==> config.mk <==
export PLATFORM = sky130hd
export DESIGN_NAME = freq_divider_prog_flat
export DESIGN_NICKNAME = d
export VERILOG_FILES = /design/src/rtl/freq_divider_prog_if.sv /design/src/rtl/freq_divider_prog.sv /design/src/flat_wrapper.sv
export SDC_FILE = /design/constraint.sdc
export NUM_CORES = 1
export LEC_CHECK = 0
export ABC_AREA = 1
export CAP_MARGIN = 40
export CELL_PAD_IN_SITES_DETAIL_PLACEMENT = 1
export CELL_PAD_IN_SITES_GLOBAL_PLACEMENT = 1
export CORE_MARGIN = 2
export CORE_UTILIZATION = 41
export CTS_BUF_LIST = sky130_fd_sc_hd__clkbuf_4
export DETAILED_ROUTE_END_ITERATION = 10
export PLACE_DENSITY_LB_ADDON = 0.1
export SLEW_MARGIN = 20
export SYNTH_ARGS = -nofsm -noshare
export SYNTH_HDL_FRONTEND = slang
export SYNTH_SLANG_ARGS = --single-unit
==> constraint.sdc <==
create_clock -name clk -period 8.24 [get_ports clk]
set_input_delay 1.648 -clock clk [delete_from_list [all_inputs] [get_ports clk]]
set_output_delay 1.648 -clock clk [all_outputs]
set_load 0.02 [all_outputs]
==> src/rtl/freq_divider_prog_if.sv <==
// Control and status bundle for the programmable clock-enable divider.
// The master side drives run enable and divisor programming; the slave
// side (the divider) returns the phase counter, strobes and divisor status.
interface freq_divider_prog_if #(
    parameter int WIDTH = 8
);
    logic             start;
    logic [WIDTH-1:0] div_val;
    logic             div_load;
    logic [WIDTH-1:0] count;
    logic             tick;
    logic             clk_div;
    logic [WIDTH-1:0] div_cur;
    logic             pending;

    modport master (
        output start, div_val, div_load,
        input  count, tick, clk_div, div_cur, pending
    );

    modport slave (
        input  start, div_val, div_load,
        output count, tick, clk_div, div_cur, pending
    );
endinterface

==> src/rtl/freq_divider_prog.sv <==
// Runtime-programmable clock-enable divider.
// Produces a one-cycle tick once every D cycles and a registered square wave
// that is high for (D+1)>>1 cycles of each period. A new divisor is parked in
// a shadow register and only takes effect at a period boundary, or at once
// while the divider is stopped, so the outputs never show a truncated period.
// A stored divisor of 0 behaves as 1.
//
// Handshake: div_load is a single-cycle strobe with no back-pressure; div_val
// is captured on every rising edge where div_load=1 and ignored otherwise.
module freq_divider_prog #(
    parameter int WIDTH       = 8,
    parameter int DEFAULT_DIV = 3
) (
    input logic                 clk,
    input logic                 rst_n,
    freq_divider_prog_if.slave  bus
);

    localparam logic [WIDTH-1:0] LP_DEFAULT = WIDTH'(DEFAULT_DIV);
    localparam logic [WIDTH-1:0] LP_ONE     = WIDTH'(1);

    logic [WIDTH-1:0] r_count;
    logic             r_tick;
    logic             r_clk_div;
    logic [WIDTH-1:0] r_div_cur;
    logic [WIDTH-1:0] r_shadow;
    logic             r_pending;

    logic [WIDTH-1:0] w_d;
    logic [WIDTH:0]   w_h;
    logic             w_wrap;
    logic [WIDTH-1:0] w_count_next;
    logic             w_clk_div_next;

    // Effective divisor (0 treated as 1) and high length of the square wave.
    // w_h is one bit wider so D+1 cannot overflow at D = 2^WIDTH-1.
    assign w_d    = (r_div_cur == '0) ? LP_ONE : r_div_cur;
    assign w_h    = ({1'b0, w_d} + (WIDTH+1)'(1)) >> 1;
    assign w_wrap = bus.start && (r_count == (w_d - LP_ONE));

    // Next phase value: cleared when stopped or at the end of a period.
    always_comb begin
        w_count_next   = '0;
        if (bus.start && !w_wrap) begin
            w_count_next = r_count + LP_ONE;
        end
        w_clk_div_next = bus.start && ({1'b0, w_count_next} < w_h);
    end

    // Phase counter, output strobes and glitch-free divisor hand-over.
    always_ff @(posedge clk) begin
        if (!rst_n) begin
            r_count   <= '0;
            r_tick    <= 1'b0;
            r_clk_div <= 1'b0;
            r_div_cur <= LP_DEFAULT;
            r_shadow  <= LP_DEFAULT;
            r_pending <= 1'b0;
        end else begin
            r_count   <= w_count_next;
            r_tick    <= w_wrap;
            r_clk_div <= w_clk_div_next;

            if (!bus.start) begin
                // Stopped: no period is running, so a parked divisor is
                // applied straight away; a fresh load waits one edge.
                if (r_pending) begin
                    r_div_cur <= r_shadow;
                    r_pending <= 1'b0;
                end
                if (bus.div_load) begin
                    r_shadow  <= bus.div_val;
                    r_pending <= 1'b1;
                end
            end else if (w_wrap) begin
                // Period boundary: a load on this very edge beats the shadow.
                if (bus.div_load) begin
                    r_div_cur <= bus.div_val;
                    r_shadow  <= bus.div_val;
                    r_pending <= 1'b0;
                end else if (r_pending) begin
                    r_div_cur <= r_shadow;
                    r_pending <= 1'b0;
                end
            end else if (bus.div_load) begin
                // Mid-period: park the request, last write wins.
                r_shadow  <= bus.div_val;
                r_pending <= 1'b1;
            end
        end
    end

    assign bus.count   = r_count;
    assign bus.tick    = r_tick;
    assign bus.clk_div = r_clk_div;
    assign bus.div_cur = r_div_cur;
    assign bus.pending = r_pending;

endmodule

==> src/flat_wrapper.sv <==
// flat-port wrapper written by rule: the top's interface ports become plain ports
module freq_divider_prog_flat 
#(
    parameter int WIDTH       = 8,
    parameter int DEFAULT_DIV = 3
)
  (clk, rst_n, bus_start, bus_div_val, bus_div_load, bus_count, bus_tick, bus_clk_div, bus_div_cur, bus_pending);
  freq_divider_prog_if #(.WIDTH(WIDTH)) bus_i ();
  input logic clk;
  input logic rst_n;
  input wire logic [$bits(bus_i.start)-1:0] bus_start;
  input wire logic [$bits(bus_i.div_val)-1:0] bus_div_val;
  input wire logic [$bits(bus_i.div_load)-1:0] bus_div_load;
  output wire logic [$bits(bus_i.count)-1:0] bus_count;
  output wire logic [$bits(bus_i.tick)-1:0] bus_tick;
  output wire logic [$bits(bus_i.clk_div)-1:0] bus_clk_div;
  output wire logic [$bits(bus_i.div_cur)-1:0] bus_div_cur;
  output wire logic [$bits(bus_i.pending)-1:0] bus_pending;
  assign bus_i.start = bus_start;
  assign bus_i.div_val = bus_div_val;
  assign bus_i.div_load = bus_div_load;
  assign bus_count = bus_i.count;
  assign bus_tick = bus_i.tick;
  assign bus_clk_div = bus_i.clk_div;
  assign bus_div_cur = bus_i.div_cur;
  assign bus_pending = bus_i.pending;
  freq_divider_prog #(.WIDTH(WIDTH), .DEFAULT_DIV(DEFAULT_DIV)) u_core (.clk(clk), .rst_n(rst_n), .bus(bus_i));
endmodule
# Yosys cells after proc, flatten, opt, wreduce, memory -nomap -nowiden
# Cells that the tools add are included.
# op_classes
shifts,0
eq_ne,3
bitwise,0
n_lt_le_gt_ge,1
div_mod_pow,0
n_reduce_logical,5
multipliers,0
n_addsub,3
mux,10
# op_table
operator,count
two-way mux 8 bit,6
adder 8 x 1 -> 9 bit (second input constant),1
adder 8 x 1 -> 8 bit (second input constant),1
equality test 8 bit,1
logical NOT 8 bit,1
< comparator 8 bit,1
subtractor 8 x 1 -> 8 bit (second input constant),1
two-way mux 1 bit,4
logical AND 1 bit,3
!= test 3 x 1 -> 1 bit (second input constant),1
!= test 2 x 1 -> 1 bit (second input constant),1
logical NOT 1 bit,1
# totals
rom_bits,0
mem_bits_rw,0
latch_bits,0
memories,0
register_bits,27

# Longest topological paths before layout
# Gate-level depths: netlist (run 1).
# depth
word_depth,10
ltp_mapped,25

# Least setup slack after synthesis (run 1)
# Ideal clock, no wire load.
# synth_path
kind,flip-flop to flip-flop
start,register u_core.r_div_cur[1] (netlist: u_core.bus.div_cur[1])
end,register u_core.r_clk_div (netlist: u_core.bus.clk_div)
t_arrival_ns,2.966
path_stages_with_launch,22
setup_slack_ns,5.208
n_path_buf,1
setup_ns,0.066
t_required_ns,8.174
cell_sequence,dfxtp_1 -> nor2_2 -> inv_2 -> nor2_4 -> nand2_2 -> nand2_2 -> inv_1 -> ha_1 -> inv_1 -> nor2_1 -> nor2_1 -> xor2_1 -> nand2_1 -> nor2_1 -> nand3_2 -> nand2_2 -> buf_2 -> nor2_1 -> ha_1 -> a2111oi_0 -> nand3_1 -> a21oi_2
# synth_between
elab_chain_cells,10
word_cells_on_any_way,11
cone_classes,2 x add/sub; 1 x order compare; 1 x eq/ne; 2 x mux; 5 x reduce/logical
# synth_lines
item,line_no,rtl
from (decl),freq_divider_prog.sv:25,logic [WIDTH-1:0] r_div_cur;
from (signal assigned),freq_divider_prog.sv:68,r_div_cur <= r_shadow;
from (signal assigned),freq_divider_prog.sv:78,r_div_cur <= bus.div_val;
from (signal assigned),freq_divider_prog.sv:82,r_div_cur <= r_shadow;
logical NOT 8 bit,freq_divider_prog.sv:37,assign w_d = (r_div_cur == '0) ? LP_ONE : r_div_cur;
two-way mux 8 bit *,freq_divider_prog.sv:37,
subtractor 8 x 1 -> 8 bit *,freq_divider_prog.sv:39,assign w_wrap = bus.start && (r_count == (w_d - LP_ONE));
equality test 8 bit *,freq_divider_prog.sv:39,
logical AND 1 bit *,freq_divider_prog.sv:39,
logical NOT 1 bit *,freq_divider_prog.sv:44,if (bus.start && !w_wrap) begin
logical AND 1 bit *,freq_divider_prog.sv:44,
two-way mux 8 bit *,freq_divider_prog.sv:44,
via u_core.w_count_next[7],freq_divider_prog.sv:32,logic [WIDTH-1:0] w_count_next;
< comparator 8 bit *,freq_divider_prog.sv:47,"w_clk_div_next = bus.start && ({1'b0, w_count_next} < w_h);"
logical AND 1 bit *,freq_divider_prog.sv:47,
to (signal assigned),freq_divider_prog.sv:62,r_clk_div <= w_clk_div_next;
to (decl),freq_divider_prog.sv:24,logic r_clk_div;
# Mark *: on every way through the listed nets, which the timed path passes. The rest lies on a longest branch.
# A chain may end at the register's enable or synchronous reset.

# Final worst setup path (run 1)
# layout_path
start,register u_core.r_div_cur[4] (netlist: u_core.bus.div_cur[4])
end,register u_core.r_clk_div (netlist: u_core.bus.clk_div)
# The elaborated chain is that of the path after synthesis.

==> results_dict.tcl, run 1 <==
set metrics [dict create \
    drv_slew 0 \
    number_of_warnings_issued_by_yosys 0 \
    maxClockFrequency_ghz 0.2749 \
    maximum_number_of_pins_on_one_net_before_global_route_repair 31 \
    globalRouteTotalUtil 0.1950 \
    critPathCaptureType "register" \
    netlist.area_leader.share 0.3092 \
    internal_power_uw 199.3 \
    first_pass_grt_wire_length_um 7769 \
    critPathKind "register to register" \
    max_slew_margin 0.6338 \
    synthesis.area_per_instance_um2 6.775 \
    clk_slew_on_worst_s_h_paths_ns 0.17 \
    ys_seq_area_frac 0.3092 \
    vias 1710 \
    net_count_of_the_mapped_netlist 279 \
    worst_hold_slack_ns 0.4883 \
    synth_cell_type_count 32 \
    antenna_cells 0 \
    number_of_fillers_in_the_final_layout 559 \
    drt_first_pass_iters 4 \
    worst_slew_pin_slew_ns 0.5473 \
    tritoncts.num_buffers 3 \
    worstPathArrival_ns 3.93 \
    cts_buffer_depth 2 \
    finish.instance_area_mm2 0.002106 \
    grt_antenna_before_repair 0 \
    worst_hold_path_class "register to register" \
    postPlaceCellArea_mm2 0.002074 \
    power.density_cell_area_mw_per_mm2 149.2 \
    placeableCoreArea_mm2 0.004058 \
    status "finished, final reports clean" \
    detail_route.iter0.violations 57 \
    worst_skew_pair.late_latency_ns 0.34 \
    areaGrowthSynthToFinish_pct 20.47 \
    htreeDepth 1 \
    clock_tree.root_cell "sky130_fd_sc_hd__clkbuf_4" \
    number_of_input_and_output_port_buffers_inserted 30 \
    cts_tree "done" \
    power_frac_comb 0.317 \
    finalCritPeriodShare 0.4415 \
    core.rowCount 23 \
    post_cts_resized 0 \
    syn-cell-area_mm2 0.001748 \
    grt_setup_unrepaired "no" \
    critPathLaunchType "register" \
    final_report_hold_violation_count 0 \
    tritoncts_num_sinks 27 \
    num-nets-final 307 \
    layout_common_cells "sky130_fd_sc_hd__nand2_1, sky130_fd_sc_hd__inv_1, sky130_fd_sc_hd__clkdlybuf4s50_1, sky130_fd_sc_hd__nor2_1, sky130_fd_sc_hd__dfxtp_1" \
    postSynthCellCount 258 \
    leakagePower_uw 0.0009547 \
    sw_power_uw 114.8 \
    crit_required_ns 8.53 \
    top_level_ports 31 \
    synth-seq-cells 27 \
    post_cts.repair.setup_buffers 0 \
    report.final.setup_viol 0 \
    ant_nets 0 \
    layout.cells.most_common "sky130_fd_sc_hd__nand2_1" \
    viasPerCell 5.104 \
    power.share.sequential 0.478 \
    fin_tns_setup_ns 0 \
    dieArea_mm2 0.004802 \
    power.share.switching 0.3655 \
    total_power_uw 314.1 \
    clock_power_share 0.205 \
    finalWirelength_um 4475 \
    die_h_um 69.30 \
    wl_per_cell_um 13.36 \
    remaining_drc_errors 0 \
    layoutNonFillerInstCount 335 \
    placed_cells 331 \
    clock_period_minus_final_worst_setup_slack_ns 3.638 \
    finalClockSkew_ns 0.006907 \
    floorplan.initialDensity 0.4308 \
    dp_hpwl_um 3586 \
    crit_fanout 30 \
    grt.overflow.total 0 \
    netlist_top_cells_area "sky130_fd_sc_hd__dfxtp_1, sky130_fd_sc_hd__nand2_1, sky130_fd_sc_hd__inv_1" \
    cts_hold_repair.buffers 0 \
    die-width_um 69.30 \
    post_route_cells_drive_above_1_share 0.08772 \
    peak_ir_drop_on_the_vdd_network_v 0.00008946 \
    first_global_vias 1731 \
    cap_viol_max_count 0 \
    routabilityCongestion 0.7559 \
    netlist.top_cell.by_area "sky130_fd_sc_hd__dfxtp_1" \
]
path summary, 6_finish.rpt:
| path | from | to | slack [ns] | depth (start not counted) |
|---|---|---|---|---|
| worst max-delay path | u_core.bus.div_cur[4] | u_core.bus.clk_div | 4.60 | 22 |
| worst min-delay path | u_core.r_shadow[0] | u_core.r_shadow[0] | 0.49 | 2 |
| worst max register to register | u_core.bus.div_cur[4] | u_core.bus.clk_div | 4.60 | 22 |
| worst min register to register | u_core.r_shadow[0] | u_core.r_shadow[0] | 0.49 | 2 |
kinds of logic after synthesis:
family          count (synthesis)  synth area share
flops                          27            0.3092
simple gates                  127            0.3264
compound gates                 44            0.1589
fa+ha+maj                       9           0.06442
xor+xnor                        9           0.04510
buf+inv                        42           0.09591
synth_stat cells (all sizes together):
master   count
nand2       61
inv         34
nor2        32
dfxtp       27
o21ai       15
nand3       14
a21oi       12
ha           9
nor3         9
xor2         7
o22ai        6
or2          6
o211a        5
clkbuf       4
buf          3
nor4         3
o211ai       3
xnor2        2
a2111oi      1
a211oi       1
and3         1
clkinv       1
nand4        1
o21bai       1
area by class of cell:
cell class / instances / area [um2] / share of cell area
multi-input cells: 189 / 1040 / 0.4938
flip-flops and latches: 27 / 540.5 / 0.2567
repair buffers: 30 / 300.3 / 0.1426
inverters: 35 / 131.4 / 0.06239
well taps: 50 / 62.56 / 0.02971
clock buffers: 3 / 22.52 / 0.01070
clock inverters: 1 / 8.758 / 0.004159
state kept, by name (all words and copies together), names as in the netlist:
register	cells
u_core.bus.count	8
u_core.bus.div_cur	8
u_core.r_shadow	8
u_core.bus.clk_div	1
u_core.bus.pending	1
u_core.bus.tick	1
through the flow:
step | setup WS, ns | utilization
floorplan | 5.208 | -
global placement | 4.510 | 0.5113
detailed placement | 4.339 | 0.5113
CTS | 4.519 | 0.5190
global route | 4.084 | 0.5190
finish | 4.602 | 0.5190
worst max-delay path, cell delays in order, from the launching register on:
cell                        delay [ns]
sky130_fd_sc_hd__dfxtp_1          0.48
sky130_fd_sc_hd__inv_2            0.10
sky130_fd_sc_hd__nand2_2          0.11
sky130_fd_sc_hd__nor2_4           0.05
sky130_fd_sc_hd__nand2_2          0.10
sky130_fd_sc_hd__nand2_2          0.07
sky130_fd_sc_hd__inv_1            0.06
sky130_fd_sc_hd__ha_1             0.23
sky130_fd_sc_hd__inv_1            0.06
sky130_fd_sc_hd__nor2_1           0.16
sky130_fd_sc_hd__nand3_1          0.10
sky130_fd_sc_hd__nand2_1          0.08
sky130_fd_sc_hd__inv_1            0.04
sky130_fd_sc_hd__nor2_1           0.08
sky130_fd_sc_hd__nand2_1          0.06
sky130_fd_sc_hd__nor2_2           0.09
sky130_fd_sc_hd__nand3_2          0.13
sky130_fd_sc_hd__nand2_2          0.45
sky130_fd_sc_hd__nor2_1           0.09
sky130_fd_sc_hd__ha_1             0.33
sky130_fd_sc_hd__a2111oi_0        0.45
sky130_fd_sc_hd__nand3_1          0.15
sky130_fd_sc_hd__a21oi_2          0.12
per-layer routing:
| layer | part of all wire | vias up | GRT usage |
|---|---|---|---|
| li1 | - | 901 | - |
| met1 | 0.50 | 790 | 0.2565 |
| met2 | 0.47 | 15 | 0.3440 |
| met3 | 0.017 | 4 | 0.01744 |
| met4 | 0.011 | 0 | 0.04575 |
| met5 | 0 | - | 0 |
power by group through the flow:
stage | Clock, uW | Combinational (uW) | Sequential (uW)
after floorplan | 0 | 63.1 | 157
after global placement | 0 | 97.9 | 153
after detailed placement | 0 | 101 | 153
after CTS | 67.2 | 101 | 150
after global routing | 70.2 | 113 | 152
final | 64.3 | 99.7 | 150
No activity file was read; power rests on OpenSTA's default activity.
==> run 2: changes to the inputs <==
CORE_UTILIZATION = 38   (was 41)
clock period = 3.35 ns   (was 8.24 ns; I/O delays follow)
==> results_dict.tcl, run 2 (synthesized netlist as in run 1, its figures left out) <==
set metrics [dict create \
    status "finished, final reports clean" \
    power.share.sequential 0.458 \
    finalClockSkew_ns 0.02085 \
    worst_skew_pair.late_latency_ns 0.35 \
    critical_path.cell_chain "nor2_4 > inv_2 > nor2_4 > nand2_2 > nand2_2 > inv_1 > ha_1 > inv_1 > nor2_1 > nor2_1 > xor2_1 > nand2_1 > nor2_1 > nand3_2 > nand2_2 > nor2_1 > ha_1 > a2111oi_2 > nand3_1 > a21oi_2" \
    crit_fanout 5 \
    grt_antenna_before_repair 0 \
    leakagePower_uw 0.0009920 \
    areaGrowthSynthToFinish_pct 24.62 \
    layout.cells.most_common "sky130_fd_sc_hd__nand2_1" \
    final_report_hold_violation_count 0 \
    power_frac_comb 0.339 \
    cts_hold_repair.buffers 0 \
    critical_path.n_buffers_inverters 3 \
    sw_power_uw 293.6 \
    clock_power_share 0.203 \
    remaining_drc_errors 0 \
    detail_route.iter0.violations 80 \
    grt.overflow.total 0 \
    placed_cells 340 \
    first_global_vias 1779 \
    power.density_cell_area_mw_per_mm2 365.1 \
    worstPathArrival_ns 3.26 \
    power.share.switching 0.3691 \
    die-width_um 71.82 \
    cts_buffer_depth 2 \
    first_pass_grt_wire_length_um 8493 \
    worst_hold_slack_ns 0.4886 \
    cts_tree "done" \
    tritoncts_num_sinks 27 \
    clock_period_minus_final_worst_setup_slack_ns 2.983 \
    critical_path.top_delay_family "simple AND/OR/NAND/NOR gates" \
    vias 1758 \
    clock_tree.root_cell "sky130_fd_sc_hd__clkbuf_4" \
    core.rowCount 24 \
    drt_first_pass_iters 4 \
    internal_power_uw 501.7 \
    fin_tns_setup_ns 0 \
    clk_slew_on_worst_s_h_paths_ns 0.18 \
    critPathLaunchType "register" \
    drv_slew 0 \
    critical-path-slowest-cell "sky130_fd_sc_hd__dfxtp_2" \
    area.sequential_um2 546.8 \
    layoutNonFillerInstCount 344 \
    maximum_number_of_pins_on_one_net_before_global_route_repair 19 \
    ant_nets 0 \
    finalWirelength_um 5048 \
    antenna_cells 0 \
    crit_required_ns 3.63 \
    number_of_fillers_in_the_final_layout 585 \
    timing.critical_path.slowest_cell_delay_ns 0.39 \
    finalCritPeriodShare 0.8905 \
    multiInputGateArea_mm2 0.001051 \
    timing.critical_path.mode_cell "sky130_fd_sc_hd__nor2_1" \
    htreeDepth 1 \
    placeableCoreArea_mm2 0.004384 \
    number_of_input_and_output_port_buffers_inserted 30 \
    grt_setup_unrepaired "no" \
    worst_slew_pin_slew_ns 0.5261 \
    tritoncts.num_buffers 3 \
    max_slew_margin 0.6489 \
    floorplan.initialDensity 0.3987 \
    post_route_cells_drive_above_1_share 0.1301 \
    report.final.setup_viol 0 \
    die_h_um 71.82 \
    num-nets-final 314 \
    peak_ir_drop_on_the_vdd_network_v 0.0001796 \
    globalRouteTotalUtil 0.2092 \
    maxClockFrequency_ghz 0.3352 \
    routabilityCongestion 0.8162 \
    worst_hold_path_class "register to register" \
    wl_per_cell_um 14.67 \
    dp_hpwl_um 3986 \
    critPathKind "register to register" \
    critPathCaptureType "register" \
    top_level_ports 31 \
    cap_viol_max_count 0 \
    dieArea_mm2 0.005158 \
    post_cts.repair.setup_buffers 0 \
    viasPerCell 5.110 \
    layout_common_cells "sky130_fd_sc_hd__nand2_1, sky130_fd_sc_hd__inv_1, sky130_fd_sc_hd__clkdlybuf4s50_1, sky130_fd_sc_hd__nor2_1, sky130_fd_sc_hd__dfxtp_1" \
    final_core_util 0.4969 \
]
-- run 2: what timing repair did --
action                                  in CTS  in global routing
resized for setup                            0                  8
endpoints found under the setup margin       0                  1
hold endpoints to repair                     0                  0
-- run 2: final cells by class --
class / instances / share of cell area
clock buffer: 3 / 0.01034
clock inverter: 1 / 0.004021
inverter: 35 / 0.06031
multi-input combinational: 189 / 0.4825
sequential: 27 / 0.2510
tap: 52 / 0.02987
timing repair buffer: 37 / 0.1620
-- run 2: final timing paths --
kind | startpoint | end | slack (ns) | cells after the start
worst max register to register | u_core.bus.div_cur[1] | u_core.bus.clk_div | 0.37 | 20
worst min register to register | u_core.r_shadow[0] | u_core.r_shadow[0] | 0.49 | 2
worst max-delay path | u_core.bus.div_cur[1] | u_core.bus.clk_div | 0.37 | 20
worst min-delay path | u_core.r_shadow[0] | u_core.r_shadow[0] | 0.49 | 2
-- run 2: worst register-to-register path, stage by stage, from the launching register on --
cell	delay, ns
sky130_fd_sc_hd__dfxtp_2	0.39
sky130_fd_sc_hd__nor2_4	0.15
sky130_fd_sc_hd__inv_2	0.06
sky130_fd_sc_hd__nor2_4	0.09
sky130_fd_sc_hd__nand2_2	0.09
sky130_fd_sc_hd__nand2_2	0.07
sky130_fd_sc_hd__inv_1	0.05
sky130_fd_sc_hd__ha_1	0.25
sky130_fd_sc_hd__inv_1	0.08
sky130_fd_sc_hd__nor2_1	0.05
sky130_fd_sc_hd__nor2_1	0.14
sky130_fd_sc_hd__xor2_1	0.16
sky130_fd_sc_hd__nand2_1	0.06
sky130_fd_sc_hd__nor2_1	0.13
sky130_fd_sc_hd__nand3_2	0.14
sky130_fd_sc_hd__nand2_2	0.11
sky130_fd_sc_hd__nor2_1	0.05
sky130_fd_sc_hd__ha_1	0.33
sky130_fd_sc_hd__a2111oi_2	0.29
sky130_fd_sc_hd__nand3_1	0.13
sky130_fd_sc_hd__a21oi_2	0.11
-- run 2: power by group through the flow --
stage	Combinational [uW]	Sequential, uW	Clock, uW
floorplan	155	386	0
global placement	266	367	0
detailed placement	270	369	0
CTS	272	362	169
global route	303	368	179
finish	270	364	161
-- run 2: metal layers --
layer,routed length [um],GRT usage,share of wire
met2,2348,0.3570,0.47
met3,120,0.01688,0.024
met5,0,0,0
met4,25,0.04403,0.0050
met1,2553,0.2893,0.51
-- run 2: stage by stage --
step / total power (uW) / cell area [um2] / worst slack [ns]
final: 795.3 / 2178 / 0.3669
after global routing: 849.6 / 2178 / 0.001346
after CTS: 803.5 / 2161 / 0.1949
after detailed placement: 639.6 / 2130 / 0.2664
after global placement: 633.5 / 2130 / 0.3439
after floorplan: 541.1 / 1748 / 0.3176
